`src/rtl/hazard_scoreboard.sv`:
```
// ============================================================================
// Module  : hazard_scoreboard
// Brief   : D-stage RAW hazard scoreboard; tracks E/M/W write addresses and
//           Tnew, answers rs/rt queries with stall and forward selects.
//           Optional stall counter enabled by HAZARD_SB_STALL_CNT_EN.
// Revision: 1.0
// ============================================================================
`default_nettype none

module hazard_scoreboard #(
    parameter int TNEW_W = 2,
    parameter int CNT_W  = 32
) (
    input  logic              clk,
    input  logic              reset_n,
    input  logic              D_valid,
    input  logic [4:0]        D_WA,
    input  logic [TNEW_W-1:0] D_Tnew,
    input  logic [4:0]        D_A1,
    input  logic [4:0]        D_A2,
    input  logic              D_use_rs,
    input  logic              D_use_rt,
    input  logic [TNEW_W-1:0] D_Tuse_rs,
    input  logic [TNEW_W-1:0] D_Tuse_rt,
    input  logic              flush,
    output logic              stall,
    output logic [1:0]        fwd_rs,
    output logic [1:0]        fwd_rt,
    output logic [CNT_W-1:0]  stall_cnt
);

    localparam logic [1:0] FWD_RF = 2'd0;
    localparam logic [1:0] FWD_E  = 2'd1;
    localparam logic [1:0] FWD_M  = 2'd2;
    localparam logic [1:0] FWD_W  = 2'd3;

    logic [4:0]        e_wa;
    logic [TNEW_W-1:0] e_tnew;
    logic [4:0]        m_wa;
    logic [TNEW_W-1:0] m_tnew;
    // W's Tnew is always zero, so only its address is stored.
    logic [4:0]        w_wa;

    logic              stall_rs;
    logic              stall_rt;
    logic [TNEW_W-1:0] e_tnew_dec;

    function automatic logic src_stall(
        input logic              use_src,
        input logic [4:0]        a,
        input logic [TNEW_W-1:0] t,
        input logic [4:0]        ewa,
        input logic [TNEW_W-1:0] etn,
        input logic [4:0]        mwa,
        input logic [TNEW_W-1:0] mtn
    );
        return use_src && (a != 5'd0) &&
               (((ewa == a) && (etn > t)) || ((mwa == a) && (mtn > t)));
    endfunction

    // Youngest matching stage decides; a match still waiting on its result
    // yields RF here and is resolved by the later-stage forward units.
    function automatic logic [1:0] src_fwd(
        input logic              use_src,
        input logic [4:0]        a,
        input logic [4:0]        ewa,
        input logic [TNEW_W-1:0] etn,
        input logic [4:0]        mwa,
        input logic [TNEW_W-1:0] mtn,
        input logic [4:0]        wwa
    );
        logic [1:0] sel;
        sel = FWD_RF;
        if (use_src && (a != 5'd0)) begin
            if (ewa == a)
                sel = (etn == '0) ? FWD_E : FWD_RF;
            else if (mwa == a)
                sel = (mtn == '0) ? FWD_M : FWD_RF;
            else if (wwa == a)
                sel = FWD_W;
        end
        return sel;
    endfunction

    always_comb begin
        stall_rs   = src_stall(D_use_rs, D_A1, D_Tuse_rs, e_wa, e_tnew, m_wa, m_tnew);
        stall_rt   = src_stall(D_use_rt, D_A2, D_Tuse_rt, e_wa, e_tnew, m_wa, m_tnew);
        stall      = stall_rs | stall_rt;
        fwd_rs     = src_fwd(D_use_rs, D_A1, e_wa, e_tnew, m_wa, m_tnew, w_wa);
        fwd_rt     = src_fwd(D_use_rt, D_A2, e_wa, e_tnew, m_wa, m_tnew, w_wa);
        e_tnew_dec = (e_tnew == '0) ? '0 : e_tnew - TNEW_W'(1);
    end

    always_ff @(posedge clk or negedge reset_n) begin
        if (!reset_n) begin
            e_wa   <= '0;
            e_tnew <= '0;
            m_wa   <= '0;
            m_tnew <= '0;
            w_wa   <= '0;
        end else if (flush) begin
            e_wa   <= '0;
            e_tnew <= '0;
            m_wa   <= '0;
            m_tnew <= '0;
            w_wa   <= '0;
        end else begin
            // A stall holds D, so E receives a bubble; M and W keep advancing.
            if (D_valid && !stall) begin
                e_wa   <= D_WA;
                e_tnew <= D_Tnew;
            end else begin
                e_wa   <= '0;
                e_tnew <= '0;
            end
            m_wa   <= e_wa;
            m_tnew <= e_tnew_dec;
            w_wa   <= m_wa;
        end
    end

`ifdef HAZARD_SB_STALL_CNT_EN
    logic [CNT_W-1:0] cnt;

    // Not cleared by flush: it measures stall cycles across the whole run.
    always_ff @(posedge clk or negedge reset_n) begin
        if (!reset_n)
            cnt <= '0;
        else if (stall && (cnt != {CNT_W{1'b1}}))
            cnt <= cnt + CNT_W'(1);
    end

    assign stall_cnt = cnt;
`else
    assign stall_cnt = '0;
`endif

endmodule

`default_nettype wire
```
`config.mk`:
```
export PLATFORM = sky130hd
export DESIGN_NAME = hazard_scoreboard
export DESIGN_NICKNAME = d
export VERILOG_FILES = /design/src/rtl/hazard_scoreboard.sv
export SDC_FILE = /design/constraint.sdc
export NUM_CORES = 1
export LEC_CHECK = 0
export CORE_UTILIZATION = 45
export CTS_BUF_LIST = sky130_fd_sc_hd__clkbuf_8
export CTS_CLUSTER_SIZE = 16
export DETAILED_ROUTE_END_ITERATION = 12
export GPL_ROUTABILITY_DRIVEN = 0
export PLACE_DENSITY = 0.8
export SKIP_CTS_REPAIR_TIMING = 1
export SLEW_MARGIN = 20
export SYNTH_ARGS = -nofsm -noshare
export SYNTH_HDL_FRONTEND = slang
export SYNTH_SLANG_ARGS = --single-unit
```
`constraint.sdc`:
```
create_clock -name clk -period 4.1 [get_ports clk]
set_clock_uncertainty 0.05 [all_clocks]
set_input_delay 0.615 -clock clk [delete_from_list [all_inputs] [get_ports clk]]
set_output_delay 0.615 -clock clk [all_outputs]
set_load 0.02 [all_outputs]
```
==> results of run 1 <==
[area by class of cell]
class	count	area [um2]
Multi-Input combinational cell	141	960
Sequential cell	19	475
Clock inverter	1	5.00
Fill cell	327	1500
Timing Repair Buffer	31	310
Clock buffer	3	41.3
Inverter	5	18.8
Tap cell	46	57.6
[placed cells by master, fill, tap and decap left out, drive strengths merged]
| cell | n |
|---|---|
| o211ai | 1 |
| nor3b | 4 |
| a211o | 1 |
| o21ai | 2 |
| xor2 | 18 |
| nor3 | 4 |
| nand4b | 1 |
| nand2b | 1 |
| a21oi | 2 |
| nand4 | 2 |
| nor2b | 14 |
| conb | 32 |
| a31oi | 2 |
| a2bb2oi | 3 |
| inv | 5 |
| ha | 8 |
| xnor2 | 12 |
| mux2i | 1 |
| nor2 | 13 |
| clkdlybuf4s50 | 31 |
| nand3 | 11 |
| or4 | 2 |
| dfrtp | 19 |
| a211oi | 2 |
| clkinv | 1 |
| o21a | 1 |
| nand2 | 4 |
| clkbuf | 3 |
[worst min path at each step]
stage              start         to  slack [ns]
6_report       e_tnew[0]  m_tnew[0]        0.42
5_1_grt        e_tnew[0]  m_tnew[0]        0.44
4_1_cts        e_tnew[0]  m_tnew[0]        0.43
3_5_place_dp   e_tnew[0]  m_tnew[0]        0.42
3_3_place_gp   e_tnew[0]  m_tnew[0]        0.40
2_1_floorplan    reset_n  e_tnew[0]        0.27
[stage by stage]
| stage | utilization [%] | total power [mW] | hold slack [ns] |
|---|---|---|---|
| finish | 55.5 | 0.446 | 0.420 |
| global route | 55.5 | 0.473 | 0.442 |
| CTS | 55.5 | 0.451 | 0.426 |
| detailed placement | 54.2 | 0.324 | 0.418 |
| global placement | 54.2 | 0.322 | 0.404 |
| floorplan | - | 0.299 | 0.269 |
[critical path, stage by stage]
cell	delay, ns
sky130_fd_sc_hd__clkdlybuf4s50_1	0.52
sky130_fd_sc_hd__xor2_1	0.19
sky130_fd_sc_hd__nor3_1	0.50
sky130_fd_sc_hd__nand4_4	0.16
sky130_fd_sc_hd__o211ai_4	0.15
sky130_fd_sc_hd__nand2b_1	0.15
sky130_fd_sc_hd__clkdlybuf4s50_1	0.61
[registers in the layout (all words and copies together), names as in the netlist]
signal,count
m_wa,5
w_wa,5
e_tnew,2
e_wa,5
m_tnew,2
[power breakdown]
part	internal, mW	leakage, nW	switching [mW]	total (mW)
sequential	0.193	0.260	0.00618	0.199
combinational	0.0503	0.602	0.0715	0.122
clock	0.0675	0.0255	0.0584	0.126
total	0.310	0.887	0.136	0.446
[synth_stat cells (all sizes together) (3+ instances only)]
library cell  instances
a2bb2oi               3
buf                  32
dfrtp                19
ha                    8
inv                   5
nand2                 4
nand3                11
nor2                 13
nor2b                14
nor3                  4
nor3b                 4
xnor2                12
xor2                 18
[logic make-up after synthesis]
kind of cell / count (synthesis) / synth area share, %
AO/OA/AOI/OAI: 14 / 7.73
flip-flops: 19 / 30.0
adder cells (fa/ha/maj): 8 / 6.31
AND/OR/NAND/NOR: 56 / 21.7
multiplexers: 1 / 0.631
other: 1 / 0.237
buffers and inverters: 39 / 16.8
XOR/XNOR: 30 / 16.6
[per-layer routing]
| layer | up-vias | wire length (um) | track usage (%) |
|---|---|---|---|
| li1 | 559 | - | - |
| met1 | 530 | 1240 | 22.0 |
| met2 | 40 | 1390 | 29.3 |
| met3 | 2 | 147 | 1.89 |
| met4 | 0 | 31 | 5.71 |
| met5 | - | 0 | 0 |
==> results by group, run 1 <==
Status
  • Status: finished, final reports clean

Setup path
  • Worst endpoint data arrival time: between 2 and 3 ns
  • Critical path startpoint category: primary input
  • Worst setup path endpoint: stall
  • Critical path peak fanout: 8
  • Number of cells on the worst reg-to-reg path: 6
  • Worst Setup Path Type: in2out
  • Critical R2R Launch: e_tnew[1]
  • Flop-to-flop setup slack: 2.37 ns
  • Worst setup EP type: output pin
  • Worst reg2reg endpoint: e_wa[1]
  • Required @ worst endpoint: 3.43 ns
  • First element of the critical path: D_A1[0]

Clocking
  • Number of buffers on the longest clock path: 2
  • TritonCTS clock tree: built
  • Number of buffers added by the clock tree synthesis step: 3
  • Root buffer cell: sky130_fd_sc_hd__clkbuf_8
  • Clock transition at the registers of the reported paths: approximately 0.070 ns
  • Number of clock sinks seen by CTS: 19
  • Worst-Skew Late Latency: about 0.25 ns
  • H-tree Lvls: 1

Synthesis
  • Biggest area contributors in the synthesized netlist: sky130_fd_sc_hd__dfrtp_1 (30%), sky130_fd_sc_hd__buf_4 (15%), sky130_fd_sc_hd__xor2_1 (9.9%), sky130_fd_sc_hd__xnor2_1 (6.6%), sky130_fd_sc_hd__ha_1 (6.3%)
  • Synth top area share: about 30%
  • Gate count of the mapped netlist: approximately 170
  • Post-Synthesis Cell Area: about 1600 um2
  • Fraction of registers with async set or reset after synthesis: between 90% and 100%
  • Count of yosys warnings during synthesis: 0
  • Number of synthesized flops with an enable pin: 0
  • Largest area contributor in the netlist: sky130_fd_sc_hd__dfrtp_1
  • Share of synthesized area occupied by flip-flops and latches: between 20 and 30%
  • Unique cell type count in the Yosys netlist: 31
  • Synthesized area per cell: between 9 and 10 um2
  • Main synth FF type: sky130_fd_sc_hd__dfrtp_1
  • Synthesis-stage register bit count: 19

Global route
  • GRT Total Usage: 16.9%
  • GRT Residual Overflow: 0
  • Number of antenna violations at the first check in global routing: 0
  • Pin count of the biggest net entering global routing: 20
  • Wire length of the first global-routing pass: 4550 um
  • Number of global-route vias before repair: 1032

Placed design
  • Final HPWL DP: 2390 um
  • Total cell area at the placement stage: about 1800 um2
  • DP Cell Count: 242
  • Placement Setup Slack: approximately 0.54 ns
  • Port Buffers: 31

Finish
  • Layout Cells excl Fill: ~250
  • Final std cell area, no fill: 1870 um2
  • Final-stage net count: 236
  • Ratio of cells with drive above 1 in the final layout: roughly 5.5%
  • Antenna Cells: 0
  • Layout-stage area growth over the synthesis result: 17.8%

Timing
  • Final critical-path required period: ~3.6 ns
  • Final Hold Violating Endpoints: 0
  • Pins over their slew limit: 0
  • Top achievable clock speed: between 200 and 300 MHz
  • Actual slew at the worst max-slew pin: just under 0.8 ns
  • Fin worst setup slack: 0.532 ns
  • Worst relative slew slack: 47.3%
  • Setup violation total in the final timing report: 0
  • RSZ-0062 raised after global routing: no
  • Setup tns final: 0 ns
  • Post-route clock period utilization: between 80% and 90%

Floorplan
  • I/O pin count: 64
  • Initial standard-cell utilization of the core: a little under half
  • Area of the core: 3360 um2
  • Floorplan row count: 21
  • Area enclosed by the die boundary: ~3800 um2
  • Vertical die dimension: between 60 and 70 um
  • Die boundary width: 61.4 um

Power
  • Maximum resistive drop on vdd: 0.133 mV
  • LEAKAGE: around 0.9 nW
  • PD cells: 239 nW/um2

Detailed routing
  • Count of routing violations after the opening detailed-route iteration: 70
  • Sum of routed wire length over all layers: 2800 um
  • WL/cell: 11.4 um
  • Antenna Violating Nets Remaining: 0
  • Vias per std cell: 4.60
  • First-pass iteration count of the detailed router: 4
  • Via count: approximately 1100
  • DRC: 0

Worst hold path
  • Worst hold path type: reg2reg
  • Cell depth of the worst hold path: 1

Job
  • Maximum Capacitance Violations: 0
Power figures use the tool's default switching activity.
==> inputs of run 2 (changes only) <==
- CAP_MARGIN: unset -> 20
- CELL_PAD_IN_SITES_DETAIL_PLACEMENT: unset -> 1
- CELL_PAD_IN_SITES_GLOBAL_PLACEMENT: unset -> 1
- CORE_UTILIZATION: 45 -> 35
- GPL_TIMING_DRIVEN: unset -> 0
- PLACE_DENSITY: 0.8 -> 0.84
==> results by group, run 2 (synthesis gave the netlist of run 1 again) <==
Timing
  • Setup tns final: 0 ns
  • Top achievable clock speed: approximately 280 MHz
  • Pins over their slew limit: 0
  • Setup violation total in the final timing report: 0
  • Post-route clock period utilization: 87.9%
  • RSZ-0062 raised after global routing: no
  • Actual slew at the worst max-slew pin: a little over 0.8 ns
  • Worst relative slew slack: between 40% and 50%
  • Worst slack on hold paths: 0.414 ns
  • Final Hold Violating Endpoints: 0
  • Final critical-path required period: around 3.6 ns

Global route
  • M2 GR Usage: ~27%
  • GRT Max-Usage Layer: met2
  • Met3 demand-to-capacity share in global routing: 1.89%
  • Routing usage on met1: 18.5%
  • Wire length of the first global-routing pass: ~5800 um
  • Number of global-route vias before repair: 1292
  • Pin count of the biggest net entering global routing: 20
  • Number of antenna violations at the first check in global routing: 0
  • GRT Residual Overflow: 0
  • GRT Total Usage: between 10% and 20%

Clocking
  • Worst-Skew Late Latency: approximately 0.25 ns
  • Clock transition at the registers of the reported paths: 0.07 ns
  • Root buffer cell: sky130_fd_sc_hd__clkbuf_8
  • Number of buffers added by the clock tree synthesis step: 3
  • H-tree Lvls: 1
  • Number of clock sinks seen by CTS: 19
  • Number of buffers on the longest clock path: 2
  • TritonCTS clock tree: built

Finish
  • Top flop regs: e_wa x5, m_wa x5, w_wa x5
  • Most frequent cells in the layout: sky130_fd_sc_hd__buf_4 (32), sky130_fd_sc_hd__conb_1 (32), sky130_fd_sc_hd__clkdlybuf4s50_1 (31)
  • Layout-stage area growth over the synthesis result: 33.9%
  • Layout fillers: between 500 and 600
  • Antenna Cells: 0
  • Final std cell area, no fill: about 2100 um2
  • Final-stage net count: 270
  • Ratio of cells with drive above 1 in the final layout: a little under a fifth

Detailed routing
  • WL/cell: about 12 um
  • Vias per std cell: 4.43
  • First-pass iteration count of the detailed router: 4
  • DRC: 0
  • Count of routing violations after the opening detailed-route iteration: 9
  • Sum of routed wire length over all layers: 3410 um
  • Antenna Violating Nets Remaining: 0
  • Via count: between 1000 and 1500

Worst hold path
  • Worst hold path type: reg2reg
  • Hold path startpoint: e_tnew[0]
  • Cell depth of the worst hold path: 1
  • Hold Crit Endpoint: m_tnew[0]

Floorplan
  • I/O pin count: 64
  • Initial standard-cell utilization of the core: a little over a third
  • Vertical die dimension: slightly below 70 um
  • Area enclosed by the die boundary: just under 5000 um2
  • Area of the core: between 4000 and 5000 um2
  • Floorplan row count: 24
  • Die boundary width: ~69 um

Setup path
  • Critical Path Slowest Stage Cell: sky130_fd_sc_hd__or4_1
  • Critical R2R Launch: m_tnew[1]
  • Critical path peak fanout: 8
  • Worst setup EP type: output pin
  • Required @ worst endpoint: 3.43 ns
  • Flop-to-flop setup slack: 2.40 ns
  • Number of cells on the worst reg-to-reg path: 6
  • Maximum single-stage delay on the critical path: roughly 0.62 ns
  • Cell type with the highest occurrence count on the critical path: sky130_fd_sc_hd__clkdlybuf4s50_1
  • Worst endpoint data arrival time: 2.94 ns
  • CP cell instances: clkdlybuf4s50_1, or4_1, o21a_1, nand4_4, o211ai_4, nand2b_1, clkdlybuf4s50_1
  • Critical path startpoint category: primary input
  • Worst Setup Path Type: in2out
  • Worst reg2reg endpoint: e_wa[2]

Status
  • Status: finished, final reports clean

Placed design
  • Final HPWL DP: ~3000 um
  • Port Buffers: 31
  • Total cell area at the placement stage: roughly 2100 um2

Power
  • Maximum resistive drop on vdd: 0.106 mV
  • PD cells: about 220 nW/um2
  • LEAKAGE: between 1 and 1.5 nW

Job
  • Maximum Capacitance Violations: 0
-- run 2: report_power, final --
group	internal, mW	switching [mW]	leakage (nW)	total (mW)
Sequential	0.193	0.00617	0.260	0.199
Clock	0.0674	0.0587	0.0255	0.126
Combinational	0.0711	0.0773	0.779	0.148
-- run 2: through the flow --
| step | utilization [%] | power [mW] | cells | worst slack (ns) |
|---|---|---|---|---|
| floorplan | - | 0.299 | 199 | 1.58 |
| global placement | 47.7 | 0.346 | 282 | 0.510 |
| detailed placement | 47.7 | 0.350 | 282 | 0.451 |
| CTS | 48.8 | 0.478 | 286 | 0.473 |
| global route | 48.8 | 0.498 | 286 | 0.395 |
| finish | 48.8 | 0.473 | 286 | 0.494 |
-- run 2: routing by layer --
metal | vias to the layer above | share of wire [%]
li1 | 626 | -
met1 | 594 | 41
met2 | 40 | 52
met3 | 7 | 5.3
met4 | 0 | 1.8
met5 | - | 0
-- run 2: how the worst max path moves through the flow --
stage / start / endpoint
global route: D_A1[1] / stall
finish: D_A1[1] / stall
global placement: D_A1[1] / stall
floorplan: D_A2[4] / fwd_rt[1]
CTS: D_A1[0] / stall
detailed placement: D_A1[0] / stall
-- run 2: worst max-delay path: cells and delay by family --
kind	cells	cell delay [ns]
buffers and inverters	2	1.05
and+or+nand+nor	3	0.88
AOI/OAI and AO/OA	2	0.39
-- run 2: layout make-up --
| class | count | area [um2] | share of cell area [%] |
|---|---|---|---|
| Clock buffer | 3 | 41.3 | 1.94 |
| Buffer | 34 | 248 | 11.7 |
| Clock inverter | 1 | 5.00 | 0.236 |
| Multi-Input combinational cell | 141 | 960 | 45.2 |
| Sequential cell | 19 | 475 | 22.4 |
| Inverter | 5 | 18.8 | 0.884 |
| Tap cell | 52 | 65.1 | 3.06 |
| Timing Repair Buffer | 31 | 310 | 14.6 |
